==> config.mk <==
export PLATFORM = sky130hd
export DESIGN_NAME = regfile_writeback
export DESIGN_NICKNAME = d
export VERILOG_FILES = /design/src/rtl/pipeline_pkg.sv /design/src/rtl/wb_arbiter.sv /design/src/rtl/regfile_writeback.sv
export SDC_FILE = /design/constraint.sdc
export NUM_CORES = 1
export LEC_CHECK = 0
export BUFFER_PORTS_ARGS = -buffer_cell sky130_fd_sc_hd__buf_2
export CAP_MARGIN = 20
export CORE_MARGIN = 3
export CORE_UTILIZATION = 45
export CTS_CLUSTER_SIZE = 16
export DETAILED_ROUTE_END_ITERATION = 6
export PLACE_DENSITY_LB_ADDON = 0.15
export SLEW_MARGIN = 20
export SYNTH_ARGS = -nofsm -noshare
export SYNTH_HDL_FRONTEND = slang
export SYNTH_HIERARCHICAL = 1
export SYNTH_SLANG_ARGS = --single-unit
==> constraint.sdc <==
create_clock -name clk -period 2.4 [get_ports clk]
set_input_delay 0.12 -clock clk [delete_from_list [all_inputs] [get_ports clk]]
set_output_delay 0.12 -clock clk [all_outputs]
set_load 0.03 [all_outputs]
==> src/rtl/pipeline_pkg.sv <==
// ----------------------------------------------------------------------------
// pipeline_pkg
// Shared pipeline types and constants used by the write-back stage.
//   wb_req_t : one pending register-file write (destination + data)
//   REG_NUM  : architectural register count
//   SRC_*    : producer slot numbers (ALU, LSU load data, MUL/DIV)
// ----------------------------------------------------------------------------
package pipeline_pkg;

    localparam int REG_NUM = 32;

    localparam int SRC_ALU = 0;
    localparam int SRC_LSU = 1;
    localparam int SRC_MDU = 2;

    typedef struct packed {
        logic [4:0]  rd;
        logic [31:0] data;
    } wb_req_t;

endpackage

==> src/rtl/wb_arbiter.sv <==
// ----------------------------------------------------------------------------
// wb_arbiter
// Picks one requesting slot per cycle and returns a one-hot grant.
//
// Build option: WB_ROUND_ROBIN_EN
//   defined   : round-robin. The search starts at the slot after the last
//               granted one (mod NSRC); the pointer moves only on a grant.
//               clk/rstn ports exist only in this build.
//   undefined : fixed priority, highest slot index wins (src2 > src1 > src0).
//
// Ports:
//   clk, rstn : clock / async active-low reset (round-robin build only)
//   i_req     : NSRC request vector (slot full)
//   o_gnt     : NSRC one-hot grant, all zero when nothing requests
// ----------------------------------------------------------------------------
module wb_arbiter #(
    parameter int NSRC = 3
) (
`ifdef WB_ROUND_ROBIN_EN
    input  logic            clk,
    input  logic            rstn,
`endif
    input  logic [NSRC-1:0] i_req,
    output logic [NSRC-1:0] o_gnt
);

`ifdef WB_ROUND_ROBIN_EN
    localparam int PTR_W = (NSRC > 1) ? $clog2(NSRC) : 1;

    logic [PTR_W-1:0] r_ptr;
    logic [PTR_W-1:0] w_gnt_idx;
    logic             w_found;

    // Rotate the search so the slot after the last winner is looked at first.
    always_comb begin
        o_gnt     = '0;
        w_gnt_idx = r_ptr;
        w_found   = 1'b0;
        for (int i = 1; i <= NSRC; i++) begin
            if (!w_found && i_req[(int'(r_ptr) + i) % NSRC]) begin
                o_gnt[(int'(r_ptr) + i) % NSRC] = 1'b1;
                w_gnt_idx = PTR_W'((int'(r_ptr) + i) % NSRC);
                w_found   = 1'b1;
            end
        end
    end

    always_ff @(posedge clk or negedge rstn) begin
        if (!rstn) begin
            r_ptr <= '0;
        end else if (w_found) begin
            r_ptr <= w_gnt_idx;
        end
    end
`else
    logic w_found;

    always_comb begin
        o_gnt   = '0;
        w_found = 1'b0;
        for (int i = NSRC - 1; i >= 0; i--) begin
            if (!w_found && i_req[i]) begin
                o_gnt[i] = 1'b1;
                w_found  = 1'b1;
            end
        end
    end
`endif

endmodule

==> src/rtl/regfile_writeback.sv <==
// ----------------------------------------------------------------------------
// regfile_writeback
// Write side of the 32x32 register file. Buffers one result per producer,
// commits one write per cycle, and keeps a per-register pending-write count
// that decode uses for RAW stalls.
//
// Build option: WB_ROUND_ROBIN_EN selects round-robin arbitration between
// producers; otherwise fixed priority src2 > src1 > src0 (see wb_arbiter).
//
// Ports:
//   clk, rstn  : clock, asynchronous active-low reset
//   iss_valid  : decode issues an instruction writing iss_rd
//   iss_rd     : destination of the issuing instruction
//   iss_ready  : low while iss_rd's pending counter is saturated
//   src_valid  : per-producer result valid     (NSRC)
//   src_ready  : per-producer slot can accept  (NSRC)
//   src_rd     : per-producer destination      (NSRC*5)
//   src_data   : per-producer result           (NSRC*32)
//   we         : regfile write enable (one-cycle registered pulse)
//   rd_index   : regfile write index
//   rd_write   : regfile write data
//   busy       : bit r set while register r has a pending write
//
// Handshake: a slot loads on src_valid & src_ready; a producer holds rd/data
// stable while valid is high and ready is low. A slot granted this cycle
// reports ready, so it can be refilled on the same edge it drains.
// ----------------------------------------------------------------------------
module regfile_writeback
    import pipeline_pkg::*;
#(
    parameter int NSRC  = 3,
    parameter int CNT_W = 2
) (
    input  logic              clk,
    input  logic              rstn,
    input  logic              iss_valid,
    input  logic [4:0]        iss_rd,
    output logic              iss_ready,
    input  logic [NSRC-1:0]   src_valid,
    output logic [NSRC-1:0]   src_ready,
    input  logic [NSRC*5-1:0] src_rd,
    input  logic [NSRC*32-1:0] src_data,
    output logic              we,
    output logic [4:0]        rd_index,
    output logic [31:0]       rd_write,
    output logic [31:0]       busy
);

    localparam logic [CNT_W-1:0] CNT_MAX = {CNT_W{1'b1}};
    localparam logic [CNT_W-1:0] CNT_ONE = CNT_W'(1);

    // ---------------- producer slots ----------------
    wb_req_t          r_slot [NSRC];
    logic [NSRC-1:0]  r_full;
    logic [NSRC-1:0]  w_gnt;
    logic [NSRC-1:0]  w_load;
    wb_req_t          w_gnt_req;

    assign src_ready = ~r_full | w_gnt;
    assign w_load    = src_valid & src_ready;

    wb_arbiter #(
        .NSRC (NSRC)
    ) u_arb (
`ifdef WB_ROUND_ROBIN_EN
        .clk   (clk),
        .rstn  (rstn),
`endif
        .i_req (r_full),
        .o_gnt (w_gnt)
    );

    always_ff @(posedge clk or negedge rstn) begin
        if (!rstn) begin
            r_full <= '0;
            for (int s = 0; s < NSRC; s++) begin
                r_slot[s] <= '0;
            end
        end else begin
            for (int s = 0; s < NSRC; s++) begin
                if (w_load[s]) begin
                    r_full[s]      <= 1'b1;
                    r_slot[s].rd   <= src_rd[s*5 +: 5];
                    r_slot[s].data <= src_data[s*32 +: 32];
                end else if (w_gnt[s]) begin
                    r_full[s] <= 1'b0;
                end
            end
        end
    end

    always_comb begin
        w_gnt_req = '0;
        for (int s = 0; s < NSRC; s++) begin
            if (w_gnt[s]) begin
                w_gnt_req = r_slot[s];
            end
        end
    end

    // ---------------- registered write port ----------------
    logic        r_we;
    logic [4:0]  r_rd_index;
    logic [31:0] r_rd_write;

    // r0 results still win arbitration and drain their slot; only the write
    // strobe is suppressed. Index/data hold when nothing is granted.
    always_ff @(posedge clk or negedge rstn) begin
        if (!rstn) begin
            r_we       <= 1'b0;
            r_rd_index <= '0;
            r_rd_write <= '0;
        end else if (|w_gnt) begin
            r_we       <= (w_gnt_req.rd != 5'd0);
            r_rd_index <= w_gnt_req.rd;
            r_rd_write <= w_gnt_req.data;
        end else begin
            r_we       <= 1'b0;
        end
    end

    assign we       = r_we;
    assign rd_index = r_rd_index;
    assign rd_write = r_rd_write;

    // ---------------- pending-write scoreboard ----------------
    logic [CNT_W-1:0]   r_cnt [REG_NUM];
    logic [REG_NUM-1:0] w_inc;
    logic [REG_NUM-1:0] w_dec;
    logic [REG_NUM-1:0] w_busy;

    // A commit to iss_rd in this cycle frees a count, so a saturated
    // register can still accept an issue (net count unchanged).
    assign iss_ready = (r_cnt[iss_rd] != CNT_MAX) | (r_we && (r_rd_index == iss_rd));

    always_comb begin
        w_inc  = '0;
        w_dec  = '0;
        w_busy = '0;
        for (int r = 1; r < REG_NUM; r++) begin
            w_inc[r]  = iss_valid && iss_ready && (iss_rd == 5'(r));
            w_dec[r]  = r_we && (r_rd_index == 5'(r));
            w_busy[r] = (r_cnt[r] != '0);
        end
    end

    always_ff @(posedge clk or negedge rstn) begin
        if (!rstn) begin
            for (int r = 0; r < REG_NUM; r++) begin
                r_cnt[r] <= '0;
            end
        end else begin
            for (int r = 1; r < REG_NUM; r++) begin
                if (w_inc[r] && !w_dec[r]) begin
                    r_cnt[r] <= r_cnt[r] + CNT_ONE;
                end else if (w_dec[r] && !w_inc[r] && (r_cnt[r] != '0)) begin
                    r_cnt[r] <= r_cnt[r] - CNT_ONE;
                end
            end
        end
    end

    assign busy = w_busy;

`ifndef SYNTHESIS
    // A commit must always match an earlier issue.
    a_no_underflow : assert property (
        @(posedge clk) disable iff (!rstn)
        !(r_we && (r_rd_index != 5'd0) && (r_cnt[r_rd_index] == '0))
    );
`endif

endmodule

# Word-level counts from Yosys, hierarchy flattened
# Cells that the tools add are included.
[word_totals] reg_bits=214 latchBits=0 mem_bits_rw=0 romBits=0 input_bits=122 out_inout_bits=74 wordCells=544 n_memories=0
[op_classes] addsub=62 multipliers=0 n_div=0 order_cmp=1 eq_ne=64 shift=0 n_mux=79 n_bitwise=5 reduce_logical=290
[op_table] op="equality test 5 bit, second input constant" count=32
[op_table] op="logical AND 1 bit" count=159
[op_table] op="nonzero test 2 bit" count=65
[op_table] op="2-to-1 mux 2 bit" count=64
[op_table] op="2-to-1 mux 37 bit" count=3
[op_table] op="equality test 5 x 4 -> 1 bit, second input constant" count=16
[op_table] op="zero test 1 bit" count=64
[op_table] op="adder 2 x 1 -> 2 bit, second input constant" count=31
[op_table] op="subtractor 2 x 1 -> 2 bit, second input constant" count=31
[op_table] op="equality test 5 x 3 -> 1 bit, second input constant" count=8
[op_table] op="equality test 5 x 2 -> 1 bit, second input constant" count=4
[op_table] op="2-to-1 mux 1 bit" count=11
[op_table] op="binary-select mux 2 bit (select 5 bit)" count=1
[op_table] op="equality test 5 x 1 -> 1 bit, second input constant" count=2
[op_table] op="greater-or-equal comparator 6 bit, second input constant" count=1
[op_table] op="NOT 5 -> 6 bit" count=1
[op_table] op="equality test 5 bit" count=1
[op_table] op="nonzero test 5 bit" count=1
[op_table] op="AND 3 bit" count=1
[op_table] op="NOT 3 bit" count=1
[op_table] op="bitwise OR 3 bit" count=1
[op_table] op="OR reduction 3 bit" count=1
[op_table] op="!= test 2 bit, second input constant" count=1
[op_table] op="bitwise OR 1 bit" count=1

# Depth between registers and ports, before layout
[logic_depth] ltp_word=13 depth_mapped=9 depth_no_buf=6

# Hierarchy
# The synthesis kept the hierarchy.
[by_module_without_submodules] module="regfile_writeback" n_inst=1 cells_per_inst=1065 area_per_inst_um2=11068.1 seq_area_each_um2=5355.1
[by_module_without_submodules] module="wb_arbiter" n_inst=1 cells_per_inst=3 area_per_inst_um2=26.3 seq_area_each_um2=0.0

# Worst setup path before layout
# Ideal clock, no wire load.
[synth_timing] path_type="register -> register" start="reg r_rd_index[3], in the netlist rd_index[3]" end="reg r_cnt[35] (netlist name)" setup_ns=0.124 t_arrival_ns=2.174 required_ns=2.276 slack_ns=0.102 stages_incl_launch_ff=10 path_buffers=3 period_less_slack_ns=2.298 path_cell_list="dfrtp_1 buf_2 xor2_1 nor4_4 and2_4 buf_12 nor3_4 buf_6 o21ai_0 a211o_1"
[synth_via] elab_chain_cells=9 word_cells_on_any_way=14 classes_between="eq/ne: 2; mux: 1; bitwise: 1; reduce/logical: 10"
[synth_rtl] item="start, declared" line_no="regfile_writeback.sv:103" source="logic [4:0] r_rd_index;"
[synth_rtl] item="start signal, assigned" line_no="regfile_writeback.sv:115" source="r_rd_index <= w_gnt_req.rd;"
[synth_rtl] item="equality test 5 bit" line_no="regfile_writeback.sv:134" source="assign iss_ready = (r_cnt[iss_rd] != CNT_MAX) | (r_we && (r_rd_index == iss_rd));"
[synth_rtl] item="logical AND 1 bit" line_no="regfile_writeback.sv:134"
[synth_rtl] item="bitwise OR 1 bit" line_no="regfile_writeback.sv:134"
[synth_rtl] item="logical AND 1 bit (2 in series)" line_no="regfile_writeback.sv:141" source="w_inc[r] = iss_valid && iss_ready && (iss_rd == 5'(r));"
[synth_rtl] item="zero test 1 bit" line_no="regfile_writeback.sv:156" source="end else if (w_dec[r] && !w_inc[r] && (r_cnt[r] != '0)) begin"
[synth_rtl] item="logical AND 1 bit (2 in series)" line_no="regfile_writeback.sv:156"
[synth_rtl] item="nonzero test 2 bit (no line)"
[synth_rtl] item="end signal, assigned by index" line_no="regfile_writeback.sv:155" source="r_cnt[r] <= r_cnt[r] + CNT_ONE;"
[synth_rtl] item="end signal, assigned by index" line_no="regfile_writeback.sv:157" source="r_cnt[r] <= r_cnt[r] - CNT_ONE;"
[synth_rtl] item="end, declared" line_no="regfile_writeback.sv:127" source="logic [CNT_W-1:0] r_cnt [REG_NUM];"
# Parallel ways exist; a longest one is shown, timed or not.
# A chain may end at the register's enable or synchronous reset.

# Worst setup path after layout
[layout_timing] start="reg r_cnt[42] (netlist name)" end="out iss_ready"
[layout_via] elab_chain_cells=5
[layout_rtl] item="binary-select mux 2 bit (select 5 bit)" line_no="regfile_writeback.sv:134"
[layout_rtl] item="2-to-1 mux 2 bit (implied by the code) (2 in series)" line_no="regfile_writeback.sv:134"
[layout_rtl] item="!= test 2 bit" line_no="regfile_writeback.sv:134"
[layout_rtl] item="bitwise OR 1 bit" line_no="regfile_writeback.sv:134"
[layout_rtl] item="end, declared" line_no="regfile_writeback.sv:38" source="output logic iss_ready,"
# Every way passes these cells. The select of a mux whose other input is x is not followed.

==> run summary <==
CP required -> 2.28 ns
Setup tns final -> -0.00749 ns
Vias in the first global route -> 9,450
Async set-or-reset flop fraction in the synthesized netlist -> 1.00
Psw -> 0.00425 W
Failing checks -> setup timing
Final-report hold violation count -> 0
# DRC -> 0
Internal Power -> 0.00842 W
Htree depth -> 1
Number of synthesized register bits -> 214
CTS tree -> yes
IO buf count -> 194
Leading area contributor after synthesis -> dfrtp_1
Largest net degree at the start of global routing -> 62
Final setup fails -> 1
Period utilization -> 1.00
Die width -> 163 microns
Syn avg cell area -> 10.4 sq um
Yosys top cell area share -> 0.483
WL final -> 30,600 microns
Most used cell, CP -> buf_4
Yosys warns -> 10
Comb pwr share -> 0.301
Final nets -> 1,515
CP Cell Sequence -> nand2_1 > mux4_2 > a21oi_2 > buf_4 > mux2_4 > o211ai_1 > buf_4
CP startpoint -> r_cnt[42]
Met3 WL -> 1620 microns
Share of cells above drive strength 1 -> 0.331
Rel. slew slack -> 0.598
Via count -> 9,351
Clock period minus worst slack -> 2.41 ns
Synth top area cells -> dfrtp_1 (48%), mux2_2 (12%), mux2i_1 (3.4%)
Worst Tran Pin Value -> 0.603 ns
Root buf cell -> clkbuf_16
Critical path class -> reg2out
Startpoint Class -> register
Vias per inst -> 5.40
CP bufs+invs -> 2
Cell leakage power -> 6.36 nW
Status -> finished with violations
RD Place Congestion -> 0.838
Number of antenna violations at the first check in global routing -> 2
Final ANT Viol Nets -> 0
Switching share of power -> 0.335
Setup Skew -> 0.0214 ns
Final Slew Violations -> 0
DRT iter0 DRCs -> 468
RSZ-0062 raised after global routing -> yes
Max-Cap Viols -> 0
Worst path arrival time -> 2.29 ns
IO Pins -> 196
Total track usage -> 0.228
CP delay by family, top -> multiplexers
Cell Pwr Density -> 866 mW/mm^2
DP Area -> 0.0125 sq mm
Post-synthesis sequential area ratio -> 0.483
CTS buffer count -> 24
Critical path's slowest cell -> mux4_2
Worst setup margin -> -0.00749 ns
F_max -> 0.415 GHz
R2r startpoint -> r_cnt[42]
Max VDD drop -> 0.688 mV
Main flop type after synthesis -> dfrtp_1
CORE AREA -> 0.0238 sq mm
Largest stage delay, worst path -> 0.51 ns
Post-synth EDFFs -> 0
Syn nets -> 1,190
Initial core utilization -> 0.466
Met2 wire len -> 15,100 microns
Global-route wire length before repair -> 48,800 microns
Post-route cell area -> 0.0146 sq mm
CP max FO -> 4
Worst-case clock buffer depth -> 3
Design Power -> 0.0127 W
# rows -> 56
Netlist cell types -> 70
Place WS -> 0.116 ns
Die ar. -> 0.0266 sq mm
Seq pwr share -> 0.408
WL/cell -> 17.7 microns
CTS Sinks -> 214
Clock Power Share -> 0.291
Met1 Wirelength -> 13,000 microns
Cells after Synth -> 1,068
Hold WC Path Type -> in2async
Drt first pass iters -> 6
Worst skew pair latency -> 0.53 ns
Gr ovfl total -> 0
CP Capture Type -> output pin
Die Y-Extent -> 163 microns
WHS -> 0.0827 ns
Top Metal Used -> met4
Dpl hpwl -> 20,300 microns
Synth-to-Final Area Change -> 31.9%
Mapped cell area -> 0.0111 sq mm
Reg clk slew, reported paths -> 0.06 ns
## power by group through the flow
stage	clock network, W	registers (W)	logic (W)
after floorplan	0	0.00528	0.00235
after global placement	0	0.00520	0.00348
after detailed placement	0	0.00522	0.00354
after CTS	0.00377	0.00516	0.00375
after global routing	0.00392	0.00530	0.00417
final	0.00369	0.00518	0.00381
## routing by layer
layer,track usage,vias to the layer above
li1,-,4480
met1,0.291,4575
met2,0.390,235
met3,0.0472,61
met4,0.0684,0
met5,0,-
## repair_timing
action | CTS | global route
gates resized for setup | 3 | 9
setup buffers | 7 | 10
endpoints found under the setup margin | 1 | 4
endpoints found under the hold margin | 328 | 0
pin swaps | 0 | 6
hold buffers | 115 | 0
## per-stage QoR
step | instances | utilization
final | 1731 | 0.614
after global routing | 1731 | 0.614
after CTS | 1718 | 0.610
after detailed placement | 1554 | 0.525
after global placement | 1554 | 0.525
after floorplan | 1068 | -
## registers in the layout (all words and copies together), names as in the netlist
name / flops
r_slot: 111
we: 1
r_cnt: 62
rd_write: 32
r_full: 3
rd_index: 5
## cells in the final DEF, fill, tap and decap left out, types with 7 or more instances in the layout
master / Yosys / layout
o21a_1: 9 / 8
o21ai_0: 71 / 70
nand2_1: 93 / 89
o31ai_2: 7 / 7
dlygate4sd3_1: 0 / 115
o211ai_1: 13 / 13
o31a_1: 9 / 9
buf_2: 6 / 192
nor2b_1: 9 / 8
nand3_1: 17 / 17
a211o_1: 13 / 13
inv_1: 25 / 25
o211a_1: 9 / 9
clkbuf_16: 0 / 24
nor3_1: 16 / 16
mux2i_1: 38 / 38
a211oi_1: 12 / 11
a21o_1: 7 / 7
a21oi_1: 63 / 62
dfrtp_1: 214 / 212
nand2b_1: 14 / 14
a22oi_1: 10 / 10
a31oi_1: 8 / 8
buf_12: 1 / 7
mux2_2: 115 / 114
and3_1: 9 / 9
xnor2_1: 12 / 12
nor4_1: 11 / 11
and2_1: 18 / 18
buf_4: 4 / 44
or2_2: 38 / 38
nor2_1: 74 / 74
## cell type report
type / count / area, sq um
diodes: 3 / 7.51
clock buffers: 32 / 671
clock inverters: 10 / 128
fillers: 1946 / 9190
inverters: 25 / 93.8
multi-input cells: 769 / 5380
flip-flops and latches: 214 / 5360
well taps: 319 / 399
repair buffers: 359 / 2600
## cells by family after synthesis
family	after synthesis	share of synthesized area
mux	154	0.153
compound gates	261	0.156
simple gates	334	0.156
buf+inv	85	0.0370
xor+xnor	19	0.0157
other cells	1	0.000338
flops	214	0.483
## path summary, 6_finish.rpt
kind	to	slack, ns	depth (start not counted)
max in group asynchronous	r_cnt[10]	1.54	3
worst max register to register	r_cnt[56]	0.18	8
worst max-delay path	iss_ready	-0.007	7
worst min-delay path	r_slot[79]	0.08	2
worst min register to register	rd_write[9]	0.48	2
min in group clk	r_cnt[8]	0.16	5
## Yosys cell counts, types with 11 or more instances
library cell  number
mux2i_1           38
or2_2             38
o21ai_0           71
nor3_1            16
nand2b_1          14
nand2_1           93
o211ai_1          13
dfrtp_1          214
nand3_1           17
and2_1            18
nor4_1            11
inv_1             25
xnor2_1           12
a211o_1           13
a211oi_1          12
a21oi_1           63
clkbuf_1          36
mux2_2           115
nor2_1            74
## worst register-to-register path, cell delays in order (launching register included)
cell and delay (ns):
dfrtp_1 0.39, nand2_1 0.07, mux4_2 0.51, a21oi_2 0.18
buf_4 0.16, buf_4 0.10, a211oi_1 0.13, or4b_1 0.54
nand3_1 0.09
(Power assumes the default switching activity.)
